--- config.mk ---
export PLATFORM = sky130hd
export DESIGN_NAME = relu_maxpool2_flat
export DESIGN_NICKNAME = d
export VERILOG_FILES = /design/src/rtl/relu_maxpool2_if.sv /design/src/rtl/relu_maxpool2.sv /design/src/flat_wrapper.sv
export SDC_FILE = /design/constraint.sdc
export NUM_CORES = 1
export LEC_CHECK = 0
export CORE_MARGIN = 4
export CORE_UTILIZATION = 40
export CTS_CLUSTER_DIAMETER = 40
export DETAILED_ROUTE_END_ITERATION = 12
export DONT_BUFFER_PORTS = 1
export SYNTH_ARGS = -nofsm -noshare
export SYNTH_HDL_FRONTEND = slang
export SYNTH_SLANG_ARGS = --single-unit
--- constraint.sdc ---
create_clock -name clk -period 10.89 [get_ports clk]
set_clock_uncertainty 0.15 [all_clocks]
set_input_delay 2.178 -clock clk [delete_from_list [all_inputs] [get_ports clk]]
set_output_delay 2.178 -clock clk [all_outputs]
set_load 0.05 [all_outputs]
--- src/rtl/relu_maxpool2_if.sv ---
// relu_maxpool2_if: input stream, output stream and frame control/status
// signals of the ReLU + 2x2 max-pool stage.
interface relu_maxpool2_if #(
  parameter int N = 35,
  parameter int C = 8
) ();
  localparam int CHW = (C > 1) ? $clog2(C) : 1;

  logic           go;
  logic           busy;
  logic           flag;

  logic           in_valid;
  logic           in_ready;
  logic [N-1:0]   in_data;

  logic           out_valid;
  logic           out_ready;
  logic [N-1:0]   out_data;
  logic [CHW-1:0] out_ch;
  logic           out_last;

  // Producer/consumer side that drives the stage.
  modport master (
    output go, in_valid, in_data, out_ready,
    input  in_ready, out_valid, out_data, out_ch, out_last, busy, flag
  );

  // The stage itself.
  modport slave (
    input  go, in_valid, in_data, out_ready,
    output in_ready, out_valid, out_data, out_ch, out_last, busy, flag
  );
endinterface

--- src/rtl/relu_maxpool2.sv ---
// relu_maxpool2: streaming ReLU followed by 2x2/stride-2 max-pool over a
// C-channel WxW sign-magnitude feature map in channel-major raster order.
// A half-row line buffer carries the even-row partial maxima to the odd row.
module relu_maxpool2 #(
  parameter int N = 35,
  parameter int W = 32,
  parameter int C = 8
) (
  input  logic             clk,
  input  logic             rst,
  relu_maxpool2_if.slave   bus
);
  localparam int CLW = $clog2(W);
  localparam int CHW = (C > 1) ? $clog2(C) : 1;
  localparam int HW  = W / 2;
  localparam logic [CLW-1:0] POS_MAX = CLW'(W - 1);
  localparam logic [CHW-1:0] CH_MAX  = CHW'(C - 1);

  typedef enum logic [1:0] {S_IDLE, S_RUN, S_DRAIN, S_DONE} state_t;

  state_t         state_q, state_d;
  logic [CLW-1:0] col_q, col_d;
  logic [CLW-1:0] row_q, row_d;
  logic [CHW-1:0] ch_q, ch_d;
  logic [N-1:0]   hold_q, hold_d;
  logic [N-1:0]   out_data_q, out_data_d;
  logic           out_valid_q, out_valid_d;
  logic [CHW-1:0] out_ch_q, out_ch_d;
  logic           out_last_q, out_last_d;

  logic [N-1:0]   lb_q [HW];
  logic           lb_we;
  logic [CLW-2:0] lb_idx;
  logic [N-1:0]   lb_wdata;

  logic           in_ready;
  logic           accept;
  logic           last_px;
  logic [N-1:0]   pix_r;

  // Larger magnitude wins; on equal magnitudes the first operand is kept.
  function automatic logic [N-1:0] mag_max(input logic [N-1:0] a,
                                           input logic [N-1:0] b);
    return (a[N-2:0] >= b[N-2:0]) ? a : b;
  endfunction

  // Handshake qualifiers, ReLU and frame-position decode.
  assign in_ready = (state_q == S_RUN) && (!out_valid_q || bus.out_ready);
  assign accept   = bus.in_valid && in_ready;
  assign pix_r    = bus.in_data[N-1] ? '0 : bus.in_data;
  assign lb_idx   = col_q[CLW-1:1];
  assign last_px  = (col_q == POS_MAX) && (row_q == POS_MAX) && (ch_q == CH_MAX);

  assign bus.in_ready  = in_ready;
  assign bus.out_valid = out_valid_q;
  assign bus.out_data  = out_data_q;
  assign bus.out_ch    = out_ch_q;
  assign bus.out_last  = out_last_q;
  assign bus.busy      = (state_q == S_RUN) || (state_q == S_DRAIN);
  assign bus.flag      = (state_q == S_DONE);

  // Frame FSM and raster position counters (advance only on accept).
  always_comb begin
    // NOTE: every signal gets a default before any branch so no latch is inferred.
    state_d = state_q;
    col_d   = col_q;
    row_d   = row_q;
    ch_d    = ch_q;
    case (state_q)
      S_IDLE: begin
        if (bus.go) begin
          state_d = S_RUN;
          col_d   = '0;
          row_d   = '0;
          ch_d    = '0;
        end
      end
      S_RUN: begin
        if (accept) begin
          if (col_q == POS_MAX) begin
            col_d = '0;
            if (row_q == POS_MAX) begin
              row_d = '0;
              ch_d  = (ch_q == CH_MAX) ? '0 : ch_q + 1'b1;
            end else begin
              row_d = row_q + 1'b1;
            end
          end else begin
            col_d = col_q + 1'b1;
          end
          if (last_px) state_d = S_DRAIN;
        end
      end
      S_DRAIN: begin
        if (!out_valid_q || bus.out_ready) state_d = S_DONE;
      end
      S_DONE:  state_d = S_IDLE;
      default: state_d = S_IDLE;
    endcase
  end

  // Pooling datapath: hold register, line-buffer write and output register.
  always_comb begin
    hold_d      = hold_q;
    lb_we       = 1'b0;
    lb_wdata    = mag_max(hold_q, pix_r);
    out_valid_d = out_valid_q && !bus.out_ready;
    out_data_d  = out_data_q;
    out_ch_d    = out_ch_q;
    out_last_d  = out_last_q;
    if (accept) begin
      case ({row_q[0], col_q[0]})
        2'b00: hold_d = pix_r;
        2'b01: lb_we  = 1'b1;
        2'b10: hold_d = mag_max(lb_q[lb_idx], pix_r);
        default: begin
          out_data_d  = mag_max(hold_q, pix_r);
          out_valid_d = 1'b1;
          out_ch_d    = ch_q;
          out_last_d  = last_px;
        end
      endcase
    end
  end

  // State and datapath registers.
  always_ff @(posedge clk or posedge rst) begin
    // NOTE: clocked state uses non-blocking assignments so all flops update together.
    if (rst) begin
      state_q     <= S_IDLE;
      col_q       <= '0;
      row_q       <= '0;
      ch_q        <= '0;
      hold_q      <= '0;
      out_data_q  <= '0;
      out_valid_q <= 1'b0;
      out_ch_q    <= '0;
      out_last_q  <= 1'b0;
    end else begin
      state_q     <= state_d;
      col_q       <= col_d;
      row_q       <= row_d;
      ch_q        <= ch_d;
      hold_q      <= hold_d;
      out_data_q  <= out_data_d;
      out_valid_q <= out_valid_d;
      out_ch_q    <= out_ch_d;
      out_last_q  <= out_last_d;
    end
  end

  // Half-row line buffer of even-row partial maxima.
  always_ff @(posedge clk) begin
    // NOTE: no reset on the buffer; each entry is written on an even row before
    // the odd row reads it, so stale contents are never observed.
    if (lb_we) lb_q[lb_idx] <= lb_wdata;
  end
endmodule

--- src/flat_wrapper.sv ---
// flat-port wrapper written by rule: the top's interface ports become plain ports
module relu_maxpool2_flat 
#(
  parameter int N = 35,
  parameter int W = 32,
  parameter int C = 8
)
  (clk, rst, bus_go, bus_in_valid, bus_in_data, bus_out_ready, bus_in_ready, bus_out_valid, bus_out_data, bus_out_ch, bus_out_last, bus_busy, bus_flag);
  relu_maxpool2_if #(.N(N), .C(C)) bus_i ();
  input  logic clk;
  input  logic rst;
  input wire logic [$bits(bus_i.go)-1:0] bus_go;
  input wire logic [$bits(bus_i.in_valid)-1:0] bus_in_valid;
  input wire logic [$bits(bus_i.in_data)-1:0] bus_in_data;
  input wire logic [$bits(bus_i.out_ready)-1:0] bus_out_ready;
  output wire logic [$bits(bus_i.in_ready)-1:0] bus_in_ready;
  output wire logic [$bits(bus_i.out_valid)-1:0] bus_out_valid;
  output wire logic [$bits(bus_i.out_data)-1:0] bus_out_data;
  output wire logic [$bits(bus_i.out_ch)-1:0] bus_out_ch;
  output wire logic [$bits(bus_i.out_last)-1:0] bus_out_last;
  output wire logic [$bits(bus_i.busy)-1:0] bus_busy;
  output wire logic [$bits(bus_i.flag)-1:0] bus_flag;
  assign bus_i.go = bus_go;
  assign bus_i.in_valid = bus_in_valid;
  assign bus_i.in_data = bus_in_data;
  assign bus_i.out_ready = bus_out_ready;
  assign bus_in_ready = bus_i.in_ready;
  assign bus_out_valid = bus_i.out_valid;
  assign bus_out_data = bus_i.out_data;
  assign bus_out_ch = bus_i.out_ch;
  assign bus_out_last = bus_i.out_last;
  assign bus_busy = bus_i.busy;
  assign bus_flag = bus_i.flag;
  relu_maxpool2 #(.N(N), .W(W), .C(C)) u_core (.clk(clk), .rst(rst), .bus(bus_i));
endmodule
==> parameters.txt <==
Parameter                              Value

Status
  Status ... finished, final reports clean

Synth
  Warnings from Yosys ... 0
  Number of library cell types mapped by synthesis ... 55
  Number of flops mapped to enable cells by yosys ... 560
  Combined area of all synthesized cells ... 0.0273 sq mm
  Post-synth top flop ... sky130_fd_sc_hd__edfxtp_1
  Total nets after synthesis ... 1601
  Sequential area share after synthesis ... 69.8%
  Synthesized area divided by synthesized cell count ... 18.4 sq um
  Share of flip-flops with an asynchronous set or reset after synthesis ... 13.8%
  Instance count of the mapped netlist ... 1482
  Number of register bits inferred by synthesis ... 650

Die
  Initial Util ... 40.5%
  Io pins ... 83
  Die span in x ... 269 microns
  Number of rows in the core area ... 95
  Height of the die ... 269 microns
  DIE AREA ... 0.0726 sq mm
  Core region area ... 0.0674 sq mm

Clock network
  TritonCTS clock tree ... yes
  Number of hold buffers added after cts ... 0
  Skew-Pair Late Insertion Delay ... 0.64 ns
  Number of buffers inserted during clock tree synthesis ... 96
  Number of instances resized during post-cts repair ... 0
  Clock Sink Count ... 650
  H-Tree Depth ... 3
  Clock-pin slew of the registers on the worst-case setup and hold paths ... 0.05 ns
  Number of setup buffers added after CTS ... 0
  Maximum count of clock buffers along a single path ... 3
  CTS root buf ... sky130_fd_sc_hd__clkbuf_16

Worst setup path
  Worst reg-to-reg setup slack ... 4.51 ns
  Critical path type ... reg -> reg
  Top fanout value on the critical path ... 44
  Launching element type of the critical path ... flop
  Cell-by-cell listing of the critical path ... buf_4 -> mux4_2 -> mux4_2 -> ha_1 -> nand4_1 -> o41ai_1 -> o311a_1 -> or3b_1 -> buf_4 -> nand3b_2 -> o221ai_2
  Worst Setup End Kind ... flop
  CP bufs+invs ... 2
  Reg2Reg Launch Point ... u_core.col_q[1]
  Worst path slowest cell ... sky130_fd_sc_hd__dfrtp_4
  Maximum cell stage delay along the critical path ... 1.01 ns
  Worst r2r dst ... u_core.hold_q[11]
  Worst R2R Path Depth ... 11
  Data arrival time of the critical path ... 6.75 ns
  Family of cells with the greatest summed delay on the critical path ... compound AO/OA/AOI/OAI gates
  Required arrival time at the worst endpoint ... 11.26 ns

Job
  MaxCap Viol Count ... 0

Drt
  DRC violation count after routing ... 0
  Average wire per standard cell ... 26.9 microns
  Detailed Route Iter0 Violations ... 1189
  Vias post-DR ... 14000
  Avg Vias per Cell ... 5.61
  WL final ... 67200 microns
  Iteration count of the initial detailed-routing pass ... 5
  Residual antenna-violating net count after detailed routing ... 0

Placed design
  Final weighted congestion in routability-driven placement ... 0.801
  DP Wirelength ... 38800 microns
  Post-placement cell area ... 0.0285 sq mm
  Buffers on Ports ... 0
  Setup WS pre-CTS ... 4.43 ns
  Placed cells ... 2318

Finish
  Most frequent standard cell in the layout excluding fill and tap cells ... sky130_fd_sc_hd__edfxtp_1
  Non-filler cells in the finished layout ... 2501
  Core occupancy in the finished layout ... 47.2%
  Area added between synthesis and finish ... 16.3%
  Net count of the finished layout ... 1662
  Most frequent cells in the layout ... sky130_fd_sc_hd__edfxtp_1 (560), sky130_fd_sc_hd__mux4_2 (174), sky130_fd_sc_hd__inv_1 (99), sky130_fd_sc_hd__nand2_1 (97), sky130_fd_sc_hd__clkbuf_16 (96)
  Ratio of cells with drive above 1 in the final layout ... 26.2%
  Design Area, Final ... 0.0318 sq mm

Worst hold path
  Hold crit path type ... reg -> reg
  Hold endpoint ... u_core.row_q[3]
  Instance count along the most critical hold path ... 1
  Launch instance of the worst min-delay path ... u_core.row_q[3]

Timing
  Post-route clock period utilization ... 58.6%
  Max-slew violations ... 0
  Final critical-path required period ... 6.38 ns
  Measured slew at the worst slew-check pin ... 1.23 ns
  Setup-violating endpoint count in the final report ... 0
  Final Worst Setup Slack ... 4.51 ns
  Number of hold-slack violations in the final timing report ... 0
  Setup repair after global routing missed its margin ... false
  Remaining max-slew budget at the tightest pin ... 17.4%
  Worst Hold Margin ... 0.326 ns
  TNS Setup ... 0 ns
  Highest achievable clock rate ... 157 MHz

Power
  Leak ... 11.1 nW
  Areal power density over the cells ... 263 mW/mm^2
  Power, Total ... 8.35 mW
  VDD IR-drop max ... 0.128 mV

Global route
  Maximum number of pins on one net before global-route repair ... 75
  Number of global-route vias before repair ... 14400
  Antenna violations before repair ... 7
  First-pass GRT wire length ... 99200 microns
  Global route overflow ... 0
  Global-route total usage across every layer ... 18.5%
[sequential cells by signal (all words and copies together), names as in the netlist]
register / cells
u_core.bus.out_ch: 3
u_core.bus.out_valid: 1
u_core.ch_q: 3
u_core.lb_q: 560
u_core.row_q: 5
u_core.col_q: 5
u_core.bus.out_data: 35
u_core.hold_q: 35
u_core.bus.out_last: 1
u_core.state_q: 2
[final cells by class]
type	count	area (sq um)
antenna	5	12.5
clock buffer	108	2450
clock inverter	70	846
fill	5591	35600
inverter	100	378
multi-input combinational	665	7700
sequential	650	19100
tap	873	1090
timing repair buffer	30	225
[Yosys cell counts, types with 13 or more instances]
cell,n,area share [%]
sky130_fd_sc_hd__a21oi_1,30,0.55
sky130_fd_sc_hd__buf_2,15,0.27
sky130_fd_sc_hd__clkbuf_1,36,0.49
sky130_fd_sc_hd__dfrtp_1,90,8.2
sky130_fd_sc_hd__edfxtp_1,560,62
sky130_fd_sc_hd__ha_1,79,3.6
sky130_fd_sc_hd__inv_1,100,1.4
sky130_fd_sc_hd__mux2i_1,32,1.2
sky130_fd_sc_hd__mux4_2,174,14
sky130_fd_sc_hd__nand2_1,97,1.3
sky130_fd_sc_hd__nand2b_1,44,1.0
sky130_fd_sc_hd__nand4_1,13,0.30
sky130_fd_sc_hd__nor2_1,22,0.30
sky130_fd_sc_hd__o21ai_0,56,1.0
sky130_fd_sc_hd__o221ai_2,27,1.5
[kinds of logic after synthesis]
kind of cell,synth area share [%]
muxes,15.9
adders and majority gates,3.62
xor gates and xnor gates,0.0641
DFF,69.8
buffers and inverters,2.50
AOI/OAI and AO/OA,4.24
and+or+nand+nor,3.88
[per-layer routing]
metal	GRT usage (%)	share of wire, %	vias to the layer above
met3	4.45	7.2	105
met1	26.0	43	7413
met5	0	0.082	-
met2	29.2	48	454
met4	4.90	2.0	8
li1	-	-	6059
[worst max-delay path by stage]
| stage | start | end | slack, ns | cells after the start |
|---|---|---|---|---|
| floorplan | bus_out_ready | u_core.lb_q[2][0] | 4.07 | 7 |
| global route | u_core.col_q[1] | u_core.hold_q[21] | 4.09 | 11 |
| CTS | u_core.col_q[1] | u_core.hold_q[19] | 4.38 | 11 |
| global placement | u_core.col_q[1] | u_core.hold_q[0] | 4.43 | 11 |
| detailed placement | u_core.col_q[1] | u_core.hold_q[21] | 4.43 | 11 |
| finish | u_core.col_q[1] | u_core.hold_q[11] | 4.51 | 11 |
[power breakdown]
| group | internal, mW | switching, mW |
|---|---|---|
| clock network | 1.97 | 1.15 |
| logic | 0.661 | 1.11 |
| registers | 3.18 | 0.276 |
| total | 5.81 | 2.54 |
No activity file was read; power rests on OpenSTA's default activity.
